[config.mk]
export PLATFORM = sky130hd
export DESIGN_NAME = mdu_issue_sel
export DESIGN_NICKNAME = d
export VERILOG_FILES = /design/src/rtl/mdu_issue_sel_pkg.sv /design/src/rtl/mdu_issue_sel_hilo_scoreboard.sv /design/src/rtl/mdu_issue_sel.sv
export SDC_FILE = /design/constraint.sdc
export NUM_CORES = 1
export LEC_CHECK = 0
export BUFFER_PORTS_ARGS = -buffer_cell sky130_fd_sc_hd__buf_2
export CAP_MARGIN = 20
export CORE_MARGIN = 4
export CORE_UTILIZATION = 25
export CTS_BUF_LIST = sky130_fd_sc_hd__clkbuf_4 sky130_fd_sc_hd__clkbuf_8
export DETAILED_ROUTE_END_ITERATION = 10
export SLEW_MARGIN = 10
export SYNTH_ARGS = -nofsm -noshare
export SYNTH_HDL_FRONTEND = slang
export SYNTH_SLANG_ARGS = --single-unit
export TNS_END_PERCENT = 5
[constraint.sdc]
create_clock -name clk -period 2.8 [get_ports clk]
set_clock_uncertainty 0.2 [all_clocks]
set_input_delay 0.14 -clock clk [delete_from_list [all_inputs] [get_ports clk]]
set_output_delay 0.14 -clock clk [all_outputs]
set_load 0.05 [all_outputs]
[src/rtl/mdu_issue_sel_pkg.sv]
`default_nettype none
// ============================================================================
// Module : mdu_issue_sel_pkg
// Brief  : Shared MDU issue types, latency constants and hazard helper.
// Rev    : 1.0
// ============================================================================
package mdu_issue_sel_pkg;

    localparam int MDU_MUL_LAT = 3;
    localparam int MDU_DIV_LAT = 34;

    typedef enum logic [1:0] {
        OP_MUL  = 2'd0,
        OP_DIV  = 2'd1,
        OP_MFHL = 2'd2,
        OP_MTHL = 2'd3
    } MDU_Op_Cls;

    typedef struct packed {
        MDU_Op_Cls   op_cls;
        logic        is_signed;
        logic [5:0]  tag;
    } MDU_Queue_Meta;

    // Multiplies only collide with the divider; everything else needs HI/LO idle.
    function automatic logic hz_ok(input MDU_Op_Cls cls, input logic div_pend,
                                   input logic hilo_busy);
        return (cls == OP_MUL) ? !div_pend : !hilo_busy;
    endfunction

endpackage
`default_nettype wire

[src/rtl/mdu_issue_sel_hilo_scoreboard.sv]
`default_nettype none
// ============================================================================
// Module : mdu_hilo_scoreboard
// Brief  : Tracks the iterative divider and in-flight multiplies writing HI/LO.
// Rev    : 1.0
// ============================================================================
module mdu_hilo_scoreboard #(
    parameter int MUL_LAT = 3,
    parameter int DIV_LAT = 34,
    parameter int CNT_W   = 6
) (
    input  logic clk,
    input  logic rst_n,
    input  logic mul_start,
    input  logic div_start,
    input  logic kill,
    output logic div_busy,
    output logic mul_busy
);

    logic [CNT_W-1:0]   div_cnt;
    logic [MUL_LAT-1:0] mul_sr;

    always_ff @(posedge clk or negedge rst_n) begin
        if (!rst_n) begin
            div_cnt <= '0;
            mul_sr  <= '0;
        end else if (kill) begin
            div_cnt <= '0;
            mul_sr  <= '0;
        end else begin
            mul_sr <= {mul_sr[MUL_LAT-2:0], mul_start};
            if (div_start)
                div_cnt <= CNT_W'(DIV_LAT);
            else if (div_cnt != '0)
                div_cnt <= div_cnt - CNT_W'(1);
        end
    end

    assign div_busy = (div_cnt != '0);
    assign mul_busy = (mul_sr != '0);

endmodule
`default_nettype wire

[src/rtl/mdu_issue_sel.sv]
`default_nettype none
// ============================================================================
// Module : mdu_issue_sel
// Brief  : In-order MDU issue select with HI/LO hazard tracking and issue reg.
// Rev    : 1.0
// ============================================================================
module mdu_issue_sel
    import mdu_issue_sel_pkg::*;
#(
    parameter int QLEN    = 8,
    parameter int IDX_W   = 3,
    parameter int MUL_LAT = MDU_MUL_LAT,
    parameter int DIV_LAT = MDU_DIV_LAT,
    parameter int CNT_W   = 6
) (
    input  logic            clk,
    input  logic            rst_n,
    input  logic            flush,
    input  logic [QLEN-1:0] valid_vec,
    input  logic [QLEN-1:0] ready_vec,
    input  MDU_Queue_Meta   head_meta,
    output logic            deq_req_0,
    output logic            deq_req_1,
    output logic [IDX_W-1:0] deq0_idx,
    output logic [IDX_W-1:0] deq1_idx,
    output logic            issue_valid,
    output MDU_Queue_Meta   issue_meta,
    input  logic            issue_ready,
    output logic            div_busy,
    output logic            hilo_busy
);

    logic isq_mul;
    logic isq_div;
    logic div_pend;
    logic mul_busy;
    logic handshake;
    logic fire;
    logic unused_vec;

    assign isq_mul   = issue_valid && (issue_meta.op_cls == OP_MUL);
    assign isq_div   = issue_valid && (issue_meta.op_cls == OP_DIV);
    assign div_pend  = isq_div || div_busy;
    assign hilo_busy = div_pend || isq_mul || mul_busy;
    assign handshake = issue_valid && issue_ready && !flush;

    // Only entry 0 may leave, keeping HI/LO accesses in program order.
    assign fire = rst_n && valid_vec[0] && ready_vec[0]
               && hz_ok(head_meta.op_cls, div_pend, hilo_busy)
               && (!issue_valid || issue_ready) && !flush;

    assign deq_req_0 = fire;
    assign deq_req_1 = 1'b0;
    assign deq0_idx  = '0;
    assign deq1_idx  = '0;

    assign unused_vec = ^{valid_vec[QLEN-1:1], ready_vec[QLEN-1:1]};

    always_ff @(posedge clk or negedge rst_n) begin
        if (!rst_n) begin
            issue_valid <= 1'b0;
            issue_meta  <= '0;
        end else if (flush) begin
            issue_valid <= 1'b0;
        end else if (fire) begin
            issue_valid <= 1'b1;
            issue_meta  <= head_meta;
        end else if (issue_ready) begin
            issue_valid <= 1'b0;
        end
    end

    mdu_hilo_scoreboard #(
        .MUL_LAT (MUL_LAT),
        .DIV_LAT (DIV_LAT),
        .CNT_W   (CNT_W)
    ) u_sb (
        .clk       (clk),
        .rst_n     (rst_n),
        .mul_start (handshake && (issue_meta.op_cls == OP_MUL)),
        .div_start (handshake && (issue_meta.op_cls == OP_DIV)),
        .kill      (flush),
        .div_busy  (div_busy),
        .mul_busy  (mul_busy)
    );

endmodule
`default_nettype wire

==> Word level (Yosys, flattened, before mapping) <==
Index checks and enable logic that the tools add are counted.
{ "totals": {"register_bits": 19, "input_bits": 29} }
{ "classes": {"n_addsub": 1, "reduce_logical": 26, "eq_ne": 1, "bitwise_logic": 1, "muxes": 8} }
{ "op_table": {"columns": ["cell", "count"], "rows": [
  ["2-to-1 mux 6 bit", 3],
  ["logical AND 1 bit", 11],
  ["nonzero test 3 bit", 3],
  ["nonzero test 6 bit", 1],
  ["subtractor 6 x 1 -> 6 bit (second input constant)", 1],
  ["logical NOT 1 bit", 4],
  ["logical NOT 2 bit", 2],
  ["logical OR 1 bit", 4],
  ["2-to-1 mux 1 bit", 4],
  ["2-to-1 mux 3 bit", 1],
  ["== test 2 x 1 -> 1 bit (second input constant)", 1],
  ["AND reduction 2 bit", 1],
  ["inverter 1 bit", 1]
]} }

==> Longest topological paths before layout <==
Gate-level depths: netlist of the first run.
{ "depth": {"ltp_word": 12, "mapped_depth": 7} }

==> Cells and area by module <==
Synthesis of the first run repeated with hierarchy kept, for this count alone.
{ "unflattened": {"cells_unflattened": 94, "hier_area_um2": 1016.0} }
{ "modules_own_cells": {"columns": ["mod", "instances", "seq_area_each_um2", "cells_each", "area_per_inst_um2"], "rows": [
  ["mdu_issue_sel", 1, 250.2, 46, 540.5],
  ["mdu_hilo_scoreboard", 1, 225.2, 48, 475.5]
]} }

==> Worst setup path before layout of the first run <==
OpenSTA, ideal clock, no wires.
{ "synth_path": {"path_type": "register to register", "start": "register issue_valid", "end": "register issue_meta[0] in the netlist's numbering", "setup_slack_ns": 0.575, "synth_period_minus_slack_ns": 2.225, "t_arrival_ns": 1.900, "stages_incl_launch_ff": 6, "required_time_ns": 2.475, "setup_ns": 0.125, "path_buffers": 1, "cell_sequence": "dfrtp_1 nor3b_1 nor4_1 o2111a_1 buf_6 mux2_2"} }
{ "synth_via": {"elab_chain_cells": 10, "elab_cells_between_ends": 14} }
{ "synth_rtl": {"columns": ["element", "line", "source"], "rows": [
  ["from (decl)", "mdu_issue_sel.sv:26", "output logic issue_valid,"],
  ["from (signal assigned)", "mdu_issue_sel.sv:61", "issue_valid <= 1'b0;"],
  ["from (signal assigned)", "mdu_issue_sel.sv:64", "issue_valid <= 1'b0;"],
  ["from (signal assigned)", "mdu_issue_sel.sv:66", "issue_valid <= 1'b1;"],
  ["logical AND 1 bit", "mdu_issue_sel.sv:42", "assign isq_div = issue_valid && (issue_meta.op_cls == OP_DIV);"],
  ["logical OR 1 bit", "mdu_issue_sel.sv:43", "assign div_pend = isq_div || div_busy;"],
  ["logical OR 1 bit (2 in series)", "mdu_issue_sel.sv:44", "assign hilo_busy = div_pend || isq_mul || mul_busy;"],
  ["logical NOT 1 bit", "mdu_issue_sel_pkg.sv:28", "return (cls == OP_MUL) ? !div_pend : !hilo_busy;"],
  ["2-to-1 mux 1 bit", "mdu_issue_sel_pkg.sv:28", null],
  ["logical AND 1 bit", "mdu_issue_sel.sv:49", "&& hz_ok(head_meta.op_cls, div_pend, hilo_busy)"],
  ["logical AND 1 bit * (2 in series)", "mdu_issue_sel.sv:50", "&& (!issue_valid || issue_ready) && !flush;"],
  ["named net deq_req_0", "mdu_issue_sel.sv:22", "output logic deq_req_0,"],
  ["AND reduction 2 bit (no line) *", null, null],
  ["to (signal assigned)", "mdu_issue_sel.sv:67", "issue_meta <= head_meta;"],
  ["to (decl)", "mdu_issue_sel.sv:27", "output MDU_Queue_Meta issue_meta,"]
]} }
Mark *: on every way through the listed nets, which the timed path passes. The rest lies on a longest branch.
A chain may end at the register's enable or synchronous reset.

==> Final worst setup path of the first run <==
{ "layout_path": {"start": "register u_sb.div_cnt[0]", "end": "output deq_req_0"} }
{ "layout_via": {"elab_chain_cells": 9, "elab_cells_between_ends": 10} }
{ "layout_rtl": {"columns": ["element", "line", "source"], "rows": [
  ["from (decl)", "mdu_issue_sel_hilo_scoreboard.sv:21", "logic [CNT_W-1:0] div_cnt;"],
  ["from (signal assigned)", "mdu_issue_sel_hilo_scoreboard.sv:34", "div_cnt <= CNT_W'(DIV_LAT);"],
  ["from (signal assigned)", "mdu_issue_sel_hilo_scoreboard.sv:36", "div_cnt <= div_cnt - CNT_W'(1);"],
  ["nonzero test 6 bit *", "mdu_issue_sel_hilo_scoreboard.sv:40", "assign div_busy = (div_cnt != '0);"],
  ["logical OR 1 bit *", "mdu_issue_sel.sv:43", null],
  ["logical OR 1 bit (2 in series)", "mdu_issue_sel.sv:44", null],
  ["logical NOT 1 bit", "mdu_issue_sel_pkg.sv:28", null],
  ["2-to-1 mux 1 bit *", "mdu_issue_sel_pkg.sv:28", null],
  ["logical AND 1 bit *", "mdu_issue_sel.sv:49", null],
  ["logical AND 1 bit * (2 in series)", "mdu_issue_sel.sv:50", null],
  ["to (decl)", "mdu_issue_sel.sv:22", null]
]} }
Every way passes the cells marked *; elsewhere a longest branch is shown, timed or not.

==> impl_results.md, run 1 <==
- Via count: 722
- Largest net degree at the start of global routing: 20
- Area after DPL: 1110 um^2
- Seq/Total Area, Yosys: 0.500
- Area Overhead vs Synth: 35.5%
- Critical Path RT: 2460 ps
- Synth async-reset ratio: 1.00
- GR Util met1: 0.0930
- Layout cells sized above 1: 0.352
- Io pins: 49
- Crit Path Max Fanout: 10
- Max Root-Sink Buffers: 2
- Total global routing overflow: 0
- Seq cells post-synth: 19
- Unrepaired setup endpoints after global routing: no
- Row cnt: 22
- Leak Pwr: 0.626 nW
- Setup TNS: 0 ps
- RePlAce Congestion: 0.813
- Max-cap violations: 0
- Die X: 69.7 um
- Tmin final: 2580 ps
- Total Routing Usage GR: 0.0809
- Grt peak-use layer: met2
- Die Ht: 69.7 um
- Max IR drop VDD: ~550 uV
- Met3 Use GR: 0.0159
- CTS clk-pin slew, worst paths: 70 ps
- CTS Hold Bufs: 13
- Hold Crit Class: in -> async
- Total CTS buffers: 3
- Initial Util: 0.260
- ANT nets after route: 0
- Top-count cell post-synth: dfrtp_1
- Min Hold Slack: between 150 and 200 ps
- DRT Wirelength: 1920 um
- Max_slew headroom: 0.662
- Largest area contributor in the netlist: dfrtp_1
- DRC: 0
- Critical path class: reg -> out
- Cells after Synth: 82
- Crit path DAT: roughly 2200 ps
- Design Area, Final: 1290 um^2
- Post-cts repair resize count: 0
- PwrDens: roughly 1100 nW/um^2
- Hold Vio Cnt, Final: 0
- Crit share post-route: 0.922
- Least-Margin Pin Slew: between 500 and 600 ps
- Area contributors post-synth: dfrtp_1 50%, mux2_2 11%, buf_4 5.5%
- Detailed Route Iter0 Violations: 12
- DP HPWL: 1450 um
- Peak Freq: roughly 0.39 GHz
- Synth top area share: 0.500
- Die area: 4850 um^2
- EDFF count, synth: 0
- DR pass1 iterations: 4
- Slew Viols, Final: 0
- Met2 Usage GRT: 0.146
- CTS root buf: clkbuf_8
- First-pass GRT wire length: ~3200 um
- Antenna cells: 0
- Antenna violations before repair: 0
- Syn Std Cell Area: 951 um^2
- Total power: 1.41 mW
- Final count of negative-setup-slack endpoints: 0
- Synthesis Warnings: 0
- Post-CTS Setup Bufs: 0
- Startpoint Class: flip-flop
- Number of global-route vias before repair: 764
- CORE AREA: 3660 um^2
- H-tree lvl count: 1
- Syn avg cell area: 11.6 um^2
- CTS tree: done
- DR WL/cell: 11.1 um
- Outcome: finished, final reports clean
- DR vias/cell: 4.17
- Ys flop type: dfrtp_1
- CTS sink count: 19
- Clk_lat worst skew: 250 ps
- Layout fillers: 358
- Final nets: 157
- Synth top cells by count: 19 x dfrtp_1, 9 x mux2_2, 7 x buf_4
- CP endpoint kind: output pin
- Port Buffers: 27
- Synth unique cells: 30
[placed cells by master, fill, tap and decap left out, types with 2 or more instances in the layout]
| master | instances |
|---|---|
| a21oi_1 | 2 |
| buf_2 | 27 |
| clkbuf_8 | 3 |
| conb_1 | 7 |
| dfrtp_1 | 19 |
| dlygate4sd3_1 | 13 |
| ha_1 | 2 |
| inv_1 | 4 |
| mux2_2 | 9 |
| nand3b_1 | 3 |
| nor2_1 | 4 |
| nor2b_1 | 3 |
| nor3_1 | 4 |
| o21ai_0 | 4 |
| xnor2_1 | 2 |
| xor2_1 | 2 |
[path summary, 6_finish.rpt]
path | startpoint | end | slack (ps) | cells after the start
max in group asynchronous | rst_n | issue_meta[5] | 2000 | 3
max reg2reg | u_sb.div_cnt[0] | issue_meta[2] | 460 | 6
max | u_sb.div_cnt[0] | deq_req_0 | 220 | 6
min in group clk | issue_meta[5] | issue_meta[5] | 310 | 1
min reg2reg | issue_meta[5] | issue_meta[5] | 310 | 1
min | rst_n | issue_meta[7] | 190 | 3
[kinds of logic (layout without fill, tap and decap cells)]
logic type      Yosys count  after routing  share of synthesized area
flops                    19             19                      0.500
mux                       9              9                      0.107
simple gates             25             25                      0.176
other cells               1              7                    0.00394
buf+inv                  12             49                     0.0829
fa+ha+maj                 2              2                     0.0263
compound gates           10             10                     0.0671
xor+xnor                  4              4                     0.0368
[where the power goes]
group | internal (mW) | total [mW] | switching [mW]
combinational | 0.252 | 0.791 | 0.539
sequential | 0.369 | 0.438 | 0.0690
clock | 0.0986 | 0.185 | 0.0863
[per-layer routing]
layer	vias up	wire [um]
met5	-	0
met4	0	8
met3	2	123
met2	27	940
met1	340	848
li1	353	-
[per-stage QoR]
stage / util / std cells / setup WS (ps)
2_1_floorplan: - / 88 / 575
3_3_place_gp: 0.304 / 156 / 502
3_5_place_dp: 0.304 / 156 / 463
4_1_cts: 0.352 / 173 / 207
5_1_grt: 0.352 / 173 / 71.5
6_report: 0.352 / 173 / 218
[sequential cells by signal, summed over array words and instances, names as in the netlist]
| register | flops |
|---|---|
| u_sb.div_cnt | 6 |
| issue_valid | 1 |
| u_sb.mul_sr | 3 |
| issue_meta | 9 |
[layout make-up]
cell class | instances | area, um^2 | share of cell area
well taps | 48 | 60.1 | 0.0466
repair buffers | 41 | 273 | 0.212
clock inverters | 1 | 5.00 | 0.00388
clock buffers | 3 | 41.3 | 0.0320
inverters | 4 | 15.0 | 0.0117
multi-input cells | 57 | 419 | 0.325
flip-flops and latches | 19 | 475 | 0.369
[worst max-delay path: stages, from the launching register on]
cell and delay, ps:
dfrtp_1 400, inv_1 130, ha_1 150, or2b_2 350, nor2_8 150, o2111a_1 460
buf_2 350
Power figures use the tool's default switching activity.
==> run 2: changes to the inputs <==
CORE_UTILIZATION = 46   (was 25)
PLACE_DENSITY = 0.81   (was unset)
==> run 2 against run 1 <==
  * Via count rose by 7.1%
  * Maximum frequency fell by 3.3%
  * Global-route usage rose by 9.8 points
  * Power fell by 0.98%
  * Die area fell by 41%
  * First-iteration DRC count rose by 33%
  * Non-clock buffer count fell by 1
  * Register-to-register slack got worse by 30 ps
  * Critical endpoint unchanged
==> impl_results.md, run 2 (same netlist as run 1, synthesis figures left out) <==
- Area of the multi-input gates: 419 um^2 (unchanged)
- Storage element area: 475 um^2 (unchanged)
- Detailed Route Iter0 Violations: 16 (+4)
- First-pass GRT wire length: 3650 um (+13%)
- CORE AREA: 1960 um^2 (-46%)
- Max reg flops: 9 (unchanged)
- Port Buffers: 27 (unchanged)
- Critical Path RT: 2460 ps (about the same)
- Setup TNS: 0 ps (unchanged)
- Crit path DAT: 2330 ps (+90 ps)
- Max Root-Sink Buffers: 2 (unchanged)
- Unrepaired setup endpoints after global routing: no
- CTS clk-pin slew, worst paths: 110 ps (+40 ps)
- Top Registers: issue_meta x9, u_sb.div_cnt x6, u_sb.mul_sr x3
- Die Ht: 53.5 um (-23%)
- Least-Margin Pin Slew: 533 ps (+30.1 ps)
- Layout cells sized above 1: 0.355 (+0.00284)
- Total Routing Usage GR: 0.178 (+0.0975)
- Crit share post-route: 0.954 (+0.0313)
- HP Start: valid_vec[0]
- Final count of negative-setup-slack endpoints: 0 (unchanged)
- RePlAce Congestion: 0.807 (-0.69%)
- RR Endpoint: issue_meta[5]
- Post-cts repair resize count: 0 (unchanged)
- Most flops, register: issue_meta
- Reg-to-reg setup timing slack: 430 ps (-30 ps)
- Io pins: 49 (unchanged)
- Max stage delay cell, worst path: o2111a_1
- Total CTS buffers: 3 (unchanged)
- Max_slew headroom: 0.641 (-0.0203)
- Clk_lat worst skew: 310 ps (+60 ps)
- Min Hold Slack: 103 ps (-91.8 ps)
- Die X: 53.5 um (-23%)
- Antenna cells: 0 (unchanged)
- ANT nets after route: 0 (unchanged)
- Peak Freq: 0.375 GHz (-3.3%)
- Initial Util: 0.485 (+0.225)
- Post-CTS Setup Bufs: 0 (unchanged)
- Outcome: finished, final reports clean
- Largest net degree at the start of global routing: 20 (unchanged)
- DRT Wirelength: 2240 um (+17%)
- Hold Vio Cnt, Final: 0 (unchanged)
- CP endpoint kind: output pin
- Tmin final: 2670 ps (+87.7 ps)
- DR WL/cell: 14.9 um (+34%)
- PwrDens: 1130 nW/um^2 (+3.2%)
- Commonest non-fill, non-tap cells in the layout: 27 x buf_2, 19 x dfrtp_1, 12 x dlygate4sd3_1, 9 x mux2_2, 7 x conb_1
- Reg2reg start: u_sb.div_cnt[0]
- Via count: 773 (+7.1%)
- Slew Viols, Final: 0 (unchanged)
- Antenna violations before repair: 0 (unchanged)
- Area Overhead vs Synth: 30.0%
- CTS root buf: clkbuf_4
- Row cnt: 16 (-27%)
- CTS sink count: 19 (unchanged)
- Largest stage delay on the critical path: 470 ps (about the same)
- CP cell instances: inv_1, ha_1, or2b_2, nor2_8, o2111a_1, buf_2
- H-tree lvl count: 1 (unchanged)
- Hold endpoint: issue_valid
- DR pass1 iterations: 4 (unchanged)
- Crit Path Max Fanout: 10 (unchanged)
- CTS Hold Bufs: 12 (-1)
- CP Launch Point: u_sb.div_cnt[0]
- CTS tree: done
- Total global routing overflow: 0 (unchanged)
- Worst hold path stage count: 4
- Hold Crit Class: in -> reg
- DR vias/cell: 5.12 (+23%)
- Critical path class: reg -> out
- Worst R2R Path Depth: 6 (unchanged)
- Commonest non-fill, non-tap cell in the layout: buf_2
- Max-cap violations: 0 (unchanged)
- Layout fillers: 171 (-52%)
- Die area: 2860 um^2 (-41%)
- Startpoint Class: flip-flop
- DRC: 0 (unchanged)
- Final nets: 156 (-0.64%)
- DP HPWL: 1390 um (-3.8%)
- Leak Pwr: 0.612 nW (-2.2%)
- Max IR drop VDD: 800 uV (+44%)
- Number of global-route vias before repair: 836 (+9.4%)
-- run 2: cell count changes in the layout (fill, tap and decap cells not counted) --
cell | before | now
clkbuf_4 | 0 | 4
clkbuf_8 | 3 | 0
clkinv_2 | 1 | 0
dlygate4sd3_1 | 13 | 12
-- run 2: area by class of cell --
| class | instances | area share |
|---|---|---|
| flip-flops and latches | 19 | 0.385 |
| multi-input cells | 57 | 0.339 |
| repair buffers | 40 | 0.213 |
| well taps | 27 | 0.0273 |
| clock buffers | 4 | 0.0243 |
| inverters | 4 | 0.0121 |
-- run 2: through the flow --
stage	setup slack [ps]	std cells	power [mW]	instance area, um^2	util
after global placement	527	135	1.20	1090	0.554
after CTS	151	151	1.39	1240	0.630
final	130	151	1.40	1240	0.630
after floorplan	575	88	1.06	973	-
after global routing	6.63	151	1.48	1240	0.630
after detailed placement	458	135	1.22	1090	0.554
-- run 2: routing by layer --
| layer | part of all wire | routed length, um | global-route usage |
|---|---|---|---|
| met5 | 0 | 0 | 0 |
| met1 | 0.40 | 898 | 0.197 |
| met4 | 0.031 | 69 | 0.106 |
| met3 | 0.087 | 195 | 0.0535 |
| met2 | 0.48 | 1080 | 0.298 |
-- run 2: worst max path at each step --
stage | cells past startpoint | endpoint | slack, ps
after CTS | 6 | deq_req_0 | 150
after detailed placement | 6 | issue_meta[4] | 460
after global routing | 6 | deq_req_0 | 7
after global placement | 6 | issue_meta[7] | 530
after floorplan | 5 | issue_meta[0] | 580
final | 6 | deq_req_0 | 130
-- run 2: where the power goes --
group | internal, mW | total, mW | switching, mW
Sequential | 0.368 | 0.440 | 0.0722
Combinational | 0.251 | 0.803 | 0.552
Clock | 0.0654 | 0.157 | 0.0911
Total | 0.684 | 1.40 | 0.716
-- run 2: critical path, delay by kind of cell (launching register included) --
| family | cells | cell delay [ps] |
|---|---|---|
| buf+inv | 2 | 470 |
| simple gates | 2 | 510 |
| fa+ha+maj | 1 | 160 |
| compound gates | 1 | 470 |
| flops | 1 | 410 |
==> run 3: changes to the inputs <==
CORE_UTILIZATION = 43   (was 46)
PLACE_DENSITY = 0.76   (was 0.81)
==> run 3 against run 2 <==
  * Cell area did not move
  * Combinational power fell by 0.6%
  * Worst hold slack got worse by 28 ps
==> impl_results.md, run 3 (same netlist as run 1, synthesis figures left out) <==
- CTS sink count: 19 (unchanged)
- Hold Vio Cnt, Final: 0 (unchanged)
- Placed Instances: 135 (unchanged)
- Critical path class: reg -> out
- Io pins: 49 (unchanged)
- Crit Path Max Fanout: 10 (unchanged)
- Antenna cells: 0 (unchanged)
- Area Overhead vs Synth: 30.0% (unchanged)
- Row cnt: 16 (unchanged)
- CTS tree: done
- H-tree lvl count: 1 (unchanged)
- PwrDens: 1110 nW/um^2 (-1.9%)
- DR WL/cell: 12.2 um (-18%)
- Final nets: 156 (unchanged)
- Startpoint Class: flip-flop
- Max IR drop VDD: 898 uV (+12%)
- Max reg flops: 9 (unchanged)
- Post-CTS Setup Bufs: 0 (unchanged)
- Most flops, register: issue_meta
- Outcome: finished, final reports clean
- Largest net degree at the start of global routing: 20 (unchanged)
- Max-cap violations: 0 (unchanged)
- CP endpoint kind: output pin
- Max stage delay cell, worst path: o2111a_1
- DRC: 0 (unchanged)
- Crit share post-route: 0.945 (-0.00897)
- Number of buffers and inverters on the critical path: 2 (unchanged)
- Die Ht: 55.0 um (+2.9%)
- Leak Pwr: 0.612 nW (unchanged)
- Commonest non-fill, non-tap cells in the layout: 27 x buf_2, 19 x dfrtp_1, 12 x dlygate4sd3_1, 9 x mux2_2, 7 x conb_1
- Detailed Route Iter0 Violations: 10 (-6)
- Die X: 55.0 um (+2.9%)
- CP cell instances: inv_1, ha_1, or2b_2, nor2_8, o2111a_1, buf_2
- DRT Wirelength: 1840 um (-18%)
- Number of global-route vias before repair: 735 (-12%)
- Max Root-Sink Buffers: 2 (unchanged)
- Die area: 3030 um^2 (+5.9%)
- Via count: 726 (-6.1%)
- ANT nets after route: 0 (unchanged)
- Initial Util: 0.470 (-0.0144)
- CORE AREA: 2020 um^2 (+3.1%)
- Crit path DAT: 2300 ps (-30 ps)
- Slew Viols, Final: 0 (unchanged)
- Peak Freq: 0.378 GHz (+0.95%)
- Least-Margin Pin Slew: 490 ps (-42.5 ps)
- Final count of negative-setup-slack endpoints: 0 (unchanged)
- RePlAce Congestion: 0.806 (-0.16%)
- Largest stage delay on the critical path: 460 ps (about the same)
- Antenna violations before repair: 0 (unchanged)
- CTS clk-pin slew, worst paths: 100 ps (about the same)
- Setup TNS: 0 ps (unchanged)
- Total global routing overflow: 0 (unchanged)
- Commonest non-fill, non-tap cell in the layout: buf_2
- Unrepaired setup endpoints after global routing: no
- Top Registers: issue_meta x9, u_sb.div_cnt x6, u_sb.mul_sr x3
- Port Buffers: 27 (unchanged)
- Reg-to-reg setup timing slack: 430 ps (about the same)
- DP HPWL: 1330 um (-4.5%)
- Clk_lat worst skew: 290 ps (-20 ps)
- Hold Crit Class: in -> reg
- Layout fillers: 168 (-1.8%)
- CP delay by family, top: simple AND/OR/NAND/NOR gates
- Total CTS buffers: 3 (unchanged)
- Tmin final: 2640 ps (-25.1 ps)
- Fin cells: 151 (unchanged)
- Max_slew headroom: 0.670 (+0.0286)
- CTS root buf: clkbuf_4
- Critical Path RT: 2460 ps (about the same)
- DR vias/cell: 4.81 (-6.1%)
- Total Routing Usage GR: 0.148 (-0.0307)
- First-pass GRT wire length: 3130 um (-14%)
- DR pass1 iterations: 4 (unchanged)
- Layout cells sized above 1: 0.355 (unchanged)
## run 3: worst reg2reg max path, cell delays in order, from the launching register on
cell	delay (ps)
dfrtp_1	410
inv_1	130
ha_1	160
or2b_2	360
nor2_8	160
o2111a_1	460
mux2_2	390
## run 3: layout make-up
type	instances	area, um^2	share of cell area
well taps	27	33.8	0.0273
clock buffers	4	30.0	0.0243
flip-flops and latches	19	475	0.385
repair buffers	40	263	0.213
multi-input cells	57	419	0.339
inverters	4	15.0	0.0121
## run 3: per-layer routing
layer	routed length [um]	global-route usage	vias to the layer above
met3	131	0.0322	6
li1	-	-	352
met5	0	0	-
met4	38	0.0850	0
met1	802	0.192	337
met2	868	0.226	31
## run 3: stage by stage
stage               setup WS (ps)  hold WS (ps)   util  area (um^2)  power [mW]
floorplan                     575          -356      -          973        1.06
global route                 31.8           102  0.611         1240        1.46
global placement              511         -81.7  0.537         1090        1.20
detailed placement            454         -76.3  0.537         1090        1.22
finish                        155          74.6  0.611         1240        1.37
CTS                           145          63.7  0.611         1240        1.38
## run 3: timing repair
action / 4_1_cts / 5_1_grt
endpoints found under the hold margin: 34 / 0
gates resized for setup: 0 / 0
hold buffers: 12 / 0
## run 3: path summary, 6_finish.rpt
path                            startpoint              end  cells after the start
max                        u_sb.div_cnt[0]        deq_req_0                      6
max in group asynchronous            rst_n  u_sb.div_cnt[4]                      3
max reg2reg                u_sb.div_cnt[0]    issue_meta[2]                      6
min                           valid_vec[0]      issue_valid                      4
min reg2reg                 u_sb.mul_sr[0]   u_sb.mul_sr[1]                      1
min in group asynchronous            rst_n    issue_meta[7]                      3
## run 3: power breakdown
part	switching, mW	internal [mW]	leakage (nW)
clock network	0.0777	0.0651	0.0184
logic	0.545	0.253	0.344
registers	0.0647	0.368	0.250
